[config.mk]
export PLATFORM = sky130hd
export DESIGN_NAME = shake_squeeze_dump
export DESIGN_NICKNAME = d
export VERILOG_FILES = /design/src/rtl/shake_squeeze_dump.sv
export SDC_FILE = /design/constraint.sdc
export NUM_CORES = 2
export LEC_CHECK = 0
export CELL_PAD_IN_SITES_DETAIL_PLACEMENT = 0
export CELL_PAD_IN_SITES_GLOBAL_PLACEMENT = 1
export CORE_AREA = 2 2 562 564
export DETAILED_ROUTE_END_ITERATION = 12
export DIE_AREA = 0 0 564 566
export PLACE_DENSITY_LB_ADDON = 0.12
export SKIP_LAST_GASP = 1
export SLEW_MARGIN = 10
export SYNTH_ARGS = -nofsm -noshare
export SYNTH_HDL_FRONTEND = slang
export SYNTH_SLANG_ARGS = --single-unit
[constraint.sdc]
create_clock -name clk -period 3.1 [get_ports clk]
set_clock_uncertainty 0.1 [all_clocks]
set_input_delay 0.775 -clock clk [delete_from_list [all_inputs] [get_ports clk]]
set_output_delay 0.775 -clock clk [all_outputs]
set_load 0.02 [all_outputs]
[src/rtl/shake_squeeze_dump.sv]
// SHAKE output dump: loads a rate block in parallel, streams it as W-bit words, and
// requests the next squeeze on the first beat of the block. Block handshake to first word is 1 cycle; words hold while ready_in=0.
module shake_squeeze_dump #(
    parameter int W     = 64,
    parameter int LEN_W = 32
) (
    input  logic             clk,
    input  logic             rst_n,
    input  logic             start,
    input  logic             mode,
    input  logic [LEN_W-1:0] out_len_in,
    input  logic [1343:0]    block_in,
    input  logic             block_valid_in,
    output logic             block_ready_out,
    output logic             squeeze_req_out,
    output logic [W-1:0]     data_out,
    output logic [W/8-1:0]   keep_out,
    output logic             valid_out,
    input  logic             ready_in,
    output logic             last_out,
    output logic             busy_out,
    output logic             done_out
);

    localparam int WB     = W / 8;
    localparam int WB_LOG = $clog2(WB);
    localparam int RW0    = 1344 / W;
    localparam int RW1    = 1088 / W;
    localparam int WC_W   = $clog2(RW0 + 1);

    localparam logic [LEN_W-1:0] RB0     = LEN_W'(RW0 * WB);
    localparam logic [LEN_W-1:0] RB1     = LEN_W'(RW1 * WB);
    localparam logic [LEN_W-1:0] WB_L    = LEN_W'(WB);
    localparam logic [LEN_W-1:0] WB_MASK = LEN_W'(WB - 1);

    typedef enum logic [1:0] {
        IDLE       = 2'd0,
        WAIT_BLOCK = 2'd1,
        DUMP       = 2'd2,
        DONE       = 2'd3
    } state_t;

    state_t            state;
    state_t            state_nxt;
    logic [LEN_W-1:0]  rem;
    logic [WC_W-1:0]   wcnt;
    logic [1343:0]     shreg;
    logic              mode_q;
    logic              sq;

    logic              fire;
    logic [LEN_W-1:0]  rem_dec;
    logic [LEN_W-1:0]  words_left;
    logic [LEN_W-1:0]  rw_cur;
    logic [LEN_W-1:0]  rb_cur;
    logic [WC_W-1:0]   wcnt_load;
    logic [1343:0]     blk_load;

    assign fire    = (state == DUMP) && ready_in;
    // Clamped decrement: the final partial word consumes only what is left.
    assign rem_dec = (rem >= WB_L) ? (rem - WB_L) : '0;

    assign words_left = (rem >> WB_LOG) + LEN_W'((rem & WB_MASK) != '0);
    assign rw_cur     = mode_q ? LEN_W'(RW1) : LEN_W'(RW0);
    assign rb_cur     = mode_q ? RB1 : RB0;
    assign wcnt_load  = (words_left < rw_cur) ? WC_W'(words_left) : WC_W'(rw_cur);
    assign blk_load   = mode_q ? {{256{1'b0}}, block_in[1087:0]} : block_in;

    always_comb begin
        state_nxt = state;
        case (state)
            IDLE: begin
                if (start) begin
                    state_nxt = (out_len_in == '0) ? DONE : WAIT_BLOCK;
                end
            end
            WAIT_BLOCK: begin
                if (block_valid_in) begin
                    state_nxt = DUMP;
                end
            end
            DUMP: begin
                if (fire && (wcnt == WC_W'(1))) begin
                    state_nxt = (rem_dec == '0) ? DONE : WAIT_BLOCK;
                end
            end
            DONE: begin
                state_nxt = IDLE;
            end
            default: begin
                state_nxt = IDLE;
            end
        endcase
    end

    always_ff @(posedge clk or negedge rst_n) begin
        if (!rst_n) begin
            state  <= IDLE;
            rem    <= '0;
            wcnt   <= '0;
            shreg  <= '0;
            mode_q <= 1'b0;
            sq     <= 1'b0;
        end else begin
            state <= state_nxt;
            case (state)
                IDLE: begin
                    if (start) begin
                        mode_q <= mode;
                        rem    <= out_len_in;
                    end
                end
                WAIT_BLOCK: begin
                    if (block_valid_in) begin
                        shreg <= blk_load;
                        wcnt  <= wcnt_load;
                        // Another block is needed only if this one cannot finish the job.
                        sq    <= (rem > rb_cur);
                    end
                end
                DUMP: begin
                    sq <= 1'b0;
                    if (fire) begin
                        shreg <= shreg >> W;
                        wcnt  <= wcnt - WC_W'(1);
                        rem   <= rem_dec;
                    end
                end
                default: begin
                end
            endcase
        end
    end

    assign valid_out       = (state == DUMP);
    assign block_ready_out = (state == WAIT_BLOCK);
    assign squeeze_req_out = (state == DUMP) && sq;
    assign busy_out        = (state != IDLE);
    assign done_out        = (state == DONE);
    assign data_out        = valid_out ? shreg[W-1:0] : '0;
    assign last_out        = valid_out && (rem <= WB_L);

    always_comb begin
        keep_out = '0;
        for (int i = 0; i < WB; i++) begin
            keep_out[i] = (rem > LEN_W'(i));
        end
    end

endmodule

==> results.md <==
* Status: finished with violations
* Failing checks: setup timing
* Number of iterations in the first detailed-routing pass at 7
* Number of instances in the synthesized netlist at 7840
* Total detailed-routing wirelength at 352100 µm
* Combinational power share at 40.2%
* Clock-pin slew of the registers on the worst-case setup and hold paths at 0.06 ns
* Global-route usage over all layers at 21.44%
* CTS tree: yes
* Crit path kind: flop to output port
* Final Slew Violations at 0
* Standard cell area after detailed placement at 0.08496 mm²
* Unrepaired setup endpoints after global routing: yes
* Largest cells by area after synthesis: sky130_fd_sc_hd__dfrtp_1 54%, sky130_fd_sc_hd__nand2_1 15%, sky130_fd_sc_hd__a31oi_1 11%
* Total grt overflow at 0
* Pin count of the biggest net entering global routing at 188
* Endpoint of the worst-slack reg-to-reg timing path: wcnt[4]
* Vias after detailed routing at 62298
* Net count of the mapped netlist at 9230
* Cell internal power dissipation at 0.05443 W
* Growth of design area from synthesis to finish at 43.88%
* Most common cell in the synthesized netlist: sky130_fd_sc_hd__nand2_1
* WP buf/inv at 2
* H-tree depth at 4
* Net load switching power at 0.03762 W
* Post-synthesis cell type with the largest combined area: sky130_fd_sc_hd__dfrtp_1
* Data arrival time of the critical path at 2.78 ns
* Number of distinct library cells after synthesis at 68
* CP top delay family: simple AND/OR/NAND/NOR gates
* Die area at 0.3192 mm²
* DRC violation count after routing at 0
* Total of warnings raised by yosys at 0
* Upper clock frequency limit at 0.2737 GHz
* Number of sinks handled by clock tree synthesis at 1385
* Delay of the slowest critical-path stage at 0.41 ns
* Data required time at the worst endpoint at 2.22 ns
* Leakage power figure at 38.66 nW
* Transition time of the tightest slew-check pin at 1.024 ns
* Length in cells of the worst reg-to-reg path at 13
* Fraction of synthesized cell area taken by the top area cell type at 54.24%
* Vias in the first global route at 63927
* Highest-delay cell along the critical path: sky130_fd_sc_hd__dfrtp_1
* Layout cell share with drive strength beyond 1 at 8.546%
* DIE HEIGHT at 566 µm
* Final worst setup slack at -0.5532 ns
* Number of DRC markers after the initial detailed-route iteration at 4457
* Core ar. at 0.3134 mm²
* VDD IR max at 0.4495 mV
* Clock power frac at 23.9%
* Initial antenna violation count at 215
* Hold Worst Slack at 0.3431 ns
* Element type at the critical path start: flop
* CTS Buffer Depth at 4
* Flip-flop and latch count after synthesis at 1385
* Routability-driven placement congestion ratio at 0.8628
* Clock latency on the worst-skew pair at 0.86 ns
* Number of core rows at 206
* Fraction of the yosys area taken by sequential cells at 54.24%
* Critical path depth in cells at 7
* Wire length per cell after detailed routing at 25.99 µm
* Max-cap violations at 0
* Critical-path maximum fanout at 3
* Via-per-instance ratio at 4.598
* Min cycle time layout at 3.653 ns
* Initial Util at 20.39%
* Pwr dens at 1001 mW/mm²
* Buffers added on ports at 1459
* Sequential power share at 35.9%
* List of cells traversed by the critical path: nor4_4 > nand4_2 > nor4_2 > buf_4 > nand2b_4 > or3_4 > buf_6
* Most instantiated cells after synthesis: 2534 x sky130_fd_sc_hd__nand2_1, 1385 x sky130_fd_sc_hd__dfrtp_1, 1123 x sky130_fd_sc_hd__nor2_1, 1093 x sky130_fd_sc_hd__a31oi_1, 627 x sky130_fd_sc_hd__clkbuf_1
* Die Wd at 564 µm
* Slew Limit Headroom at 31.71%
* R2r startpoint: rem[0]
* CP endpoint kind: output port
* Post-synth EDFFs at 0
* Fraction of registers with async set or reset after synthesis at 100.0%
* Classification of the worst-slack hold path: input port to flop
* Final clock period utilization by the worst path at 117.8%
* Half-perimeter wire length after placement at 270600 µm
* Final setup TNS at -3.963 ns
* Clk Tree Root Cell: sky130_fd_sc_hd__clkbuf_16
* Total CTS buffers at 185
* Final-stage net count at 10574
* Switching power as a share of total power at 40.87%
* Worst Hold Depth at 3
* Post-layout utilization of the core at 29.33%
* Post-Synthesis Cell Area at 0.06390 mm²
* Ports placed on the boundary at 1460
* Startpoint of the most critical setup path: rem[16]
* Design area at 0.09194 mm²
* Final-report setup violation count at 12
* Post-synthesis average cell area at 8.150 µm²
* Final Hold Viols at 0
* Ys flop type: sky130_fd_sc_hd__dfrtp_1
* Global-route wire length before repair at 493400 µm
* DRT antenna net count at 0
* Capturing instance or port of the critical path: keep_out[0]
* Worst slack after detailed placement at -0.2426 ns
* Internal reg-to-reg setup slack at 0.13 ns
tightest hold or removal path, stage by stage:
cell,delay (ns)
sky130_fd_sc_hd__clkdlybuf4s50_1,0.40
sky130_fd_sc_hd__nand3_1,0.07
sky130_fd_sc_hd__nand2_1,0.05
cells by family (layout without fill, tap and decap cells):
logic type | count (synthesis) | in the layout | share of synthesized area, %
AND/OR/NAND/NOR | 4119 | 4119 | 26.07
other | 0 | 63 | 0
AO/OA/AOI/OAI | 1629 | 1629 | 15.21
XOR/XNOR | 14 | 14 | 0.1919
multiplexers | 5 | 5 | 0.08028
adder cells (fa/ha/maj) | 8 | 8 | 0.1567
buffers and inverters | 680 | 2166 | 4.046
flip-flops | 1385 | 1385 | 54.24
state kept, by name, indices dropped and copies added, names as in the netlist:
signal  cells
sq          1
wcnt        5
state       2
shreg    1344
rem        32
mode_q      1
final cells by class:
cell class | instances | area (µm²)
multi-input combinational | 5775 | 26900
tap | 4160 | 5205
timing repair inverter | 1 | 30.03
fill | 34202 | 221500
inverter | 22 | 103.9
antenna | 63 | 157.7
clock inverter | 34 | 415.4
clock buffer | 295 | 5699
sequential | 1385 | 34660
timing repair buffer | 1814 | 18760
how the worst min path moves through the flow:
| stage | startpoint | endpoint |
|---|---|---|
| final | block_in[1288] | shreg[1288] |
| after global routing | block_in[1283] | shreg[1283] |
| after CTS | block_in[1288] | shreg[1288] |
| after detailed placement | shreg[1292] | shreg[1292] |
| after global placement | shreg[1327] | shreg[1327] |
| after floorplan | shreg[1280] | shreg[1280] |
placed cells by master, fill, tap and decap left out, types with 23 or more instances in the layout:
master,count
sky130_fd_sc_hd__clkbuf_8,55
sky130_fd_sc_hd__buf_4,244
sky130_fd_sc_hd__diode_2,63
sky130_fd_sc_hd__clkbuf_1,50
sky130_fd_sc_hd__clkdlybuf4s50_1,1380
sky130_fd_sc_hd__nor2_1,1121
sky130_fd_sc_hd__nor4_1,23
sky130_fd_sc_hd__buf_6,50
sky130_fd_sc_hd__clkbuf_16,191
sky130_fd_sc_hd__a31oi_1,1093
sky130_fd_sc_hd__dfrtp_1,1384
sky130_fd_sc_hd__buf_12,111
sky130_fd_sc_hd__nand2_1,2532
sky130_fd_sc_hd__o21ai_0,229
sky130_fd_sc_hd__nand3_1,79
sky130_fd_sc_hd__a21oi_1,220
sky130_fd_sc_hd__and2_4,37
sky130_fd_sc_hd__o21ai_1,24
sky130_fd_sc_hd__and2_1,32
sky130_fd_sc_hd__and3_1,197
through the flow:
step / instances / total power (W)
detailed placement: 13122 / 0.07020
CTS: 13478 / 0.09324
floorplan: 7840 / 0.05316
global route: 13521 / 0.09895
finish: 13549 / 0.09204
global placement: 13122 / 0.06964
power by group through the flow:
stage,Sequential (W),Clock [W],Combinational (W)
2_1_floorplan,0.0306,0,0.0226
3_3_place_gp,0.0331,0,0.0365
3_5_place_dp,0.0334,0,0.0368
4_1_cts,0.0331,0.0227,0.0374
5_1_grt,0.0341,0.0234,0.0415
6_report,0.0330,0.0220,0.0370
timing repair:
item | CTS | global route
gates resized for setup | 335 | 111
setup endpoints to repair | 76 | 73
hold buffers | 1 | 0
setup buffers | 22 | 13
pin swaps | 8 | 13
endpoints found under the hold margin | 18 | 0
gates cloned | 6 | 1
layer usage:
metal  GRT usage (%)  wire length, µm  vias up
met2           36.32           168300     1876
met5               0              879        -
met4           5.633            10160      138
met1           26.96           148800    30350
met3           5.296            23930      632
li1                -                -    29302
(Power assumes the default switching activity.)
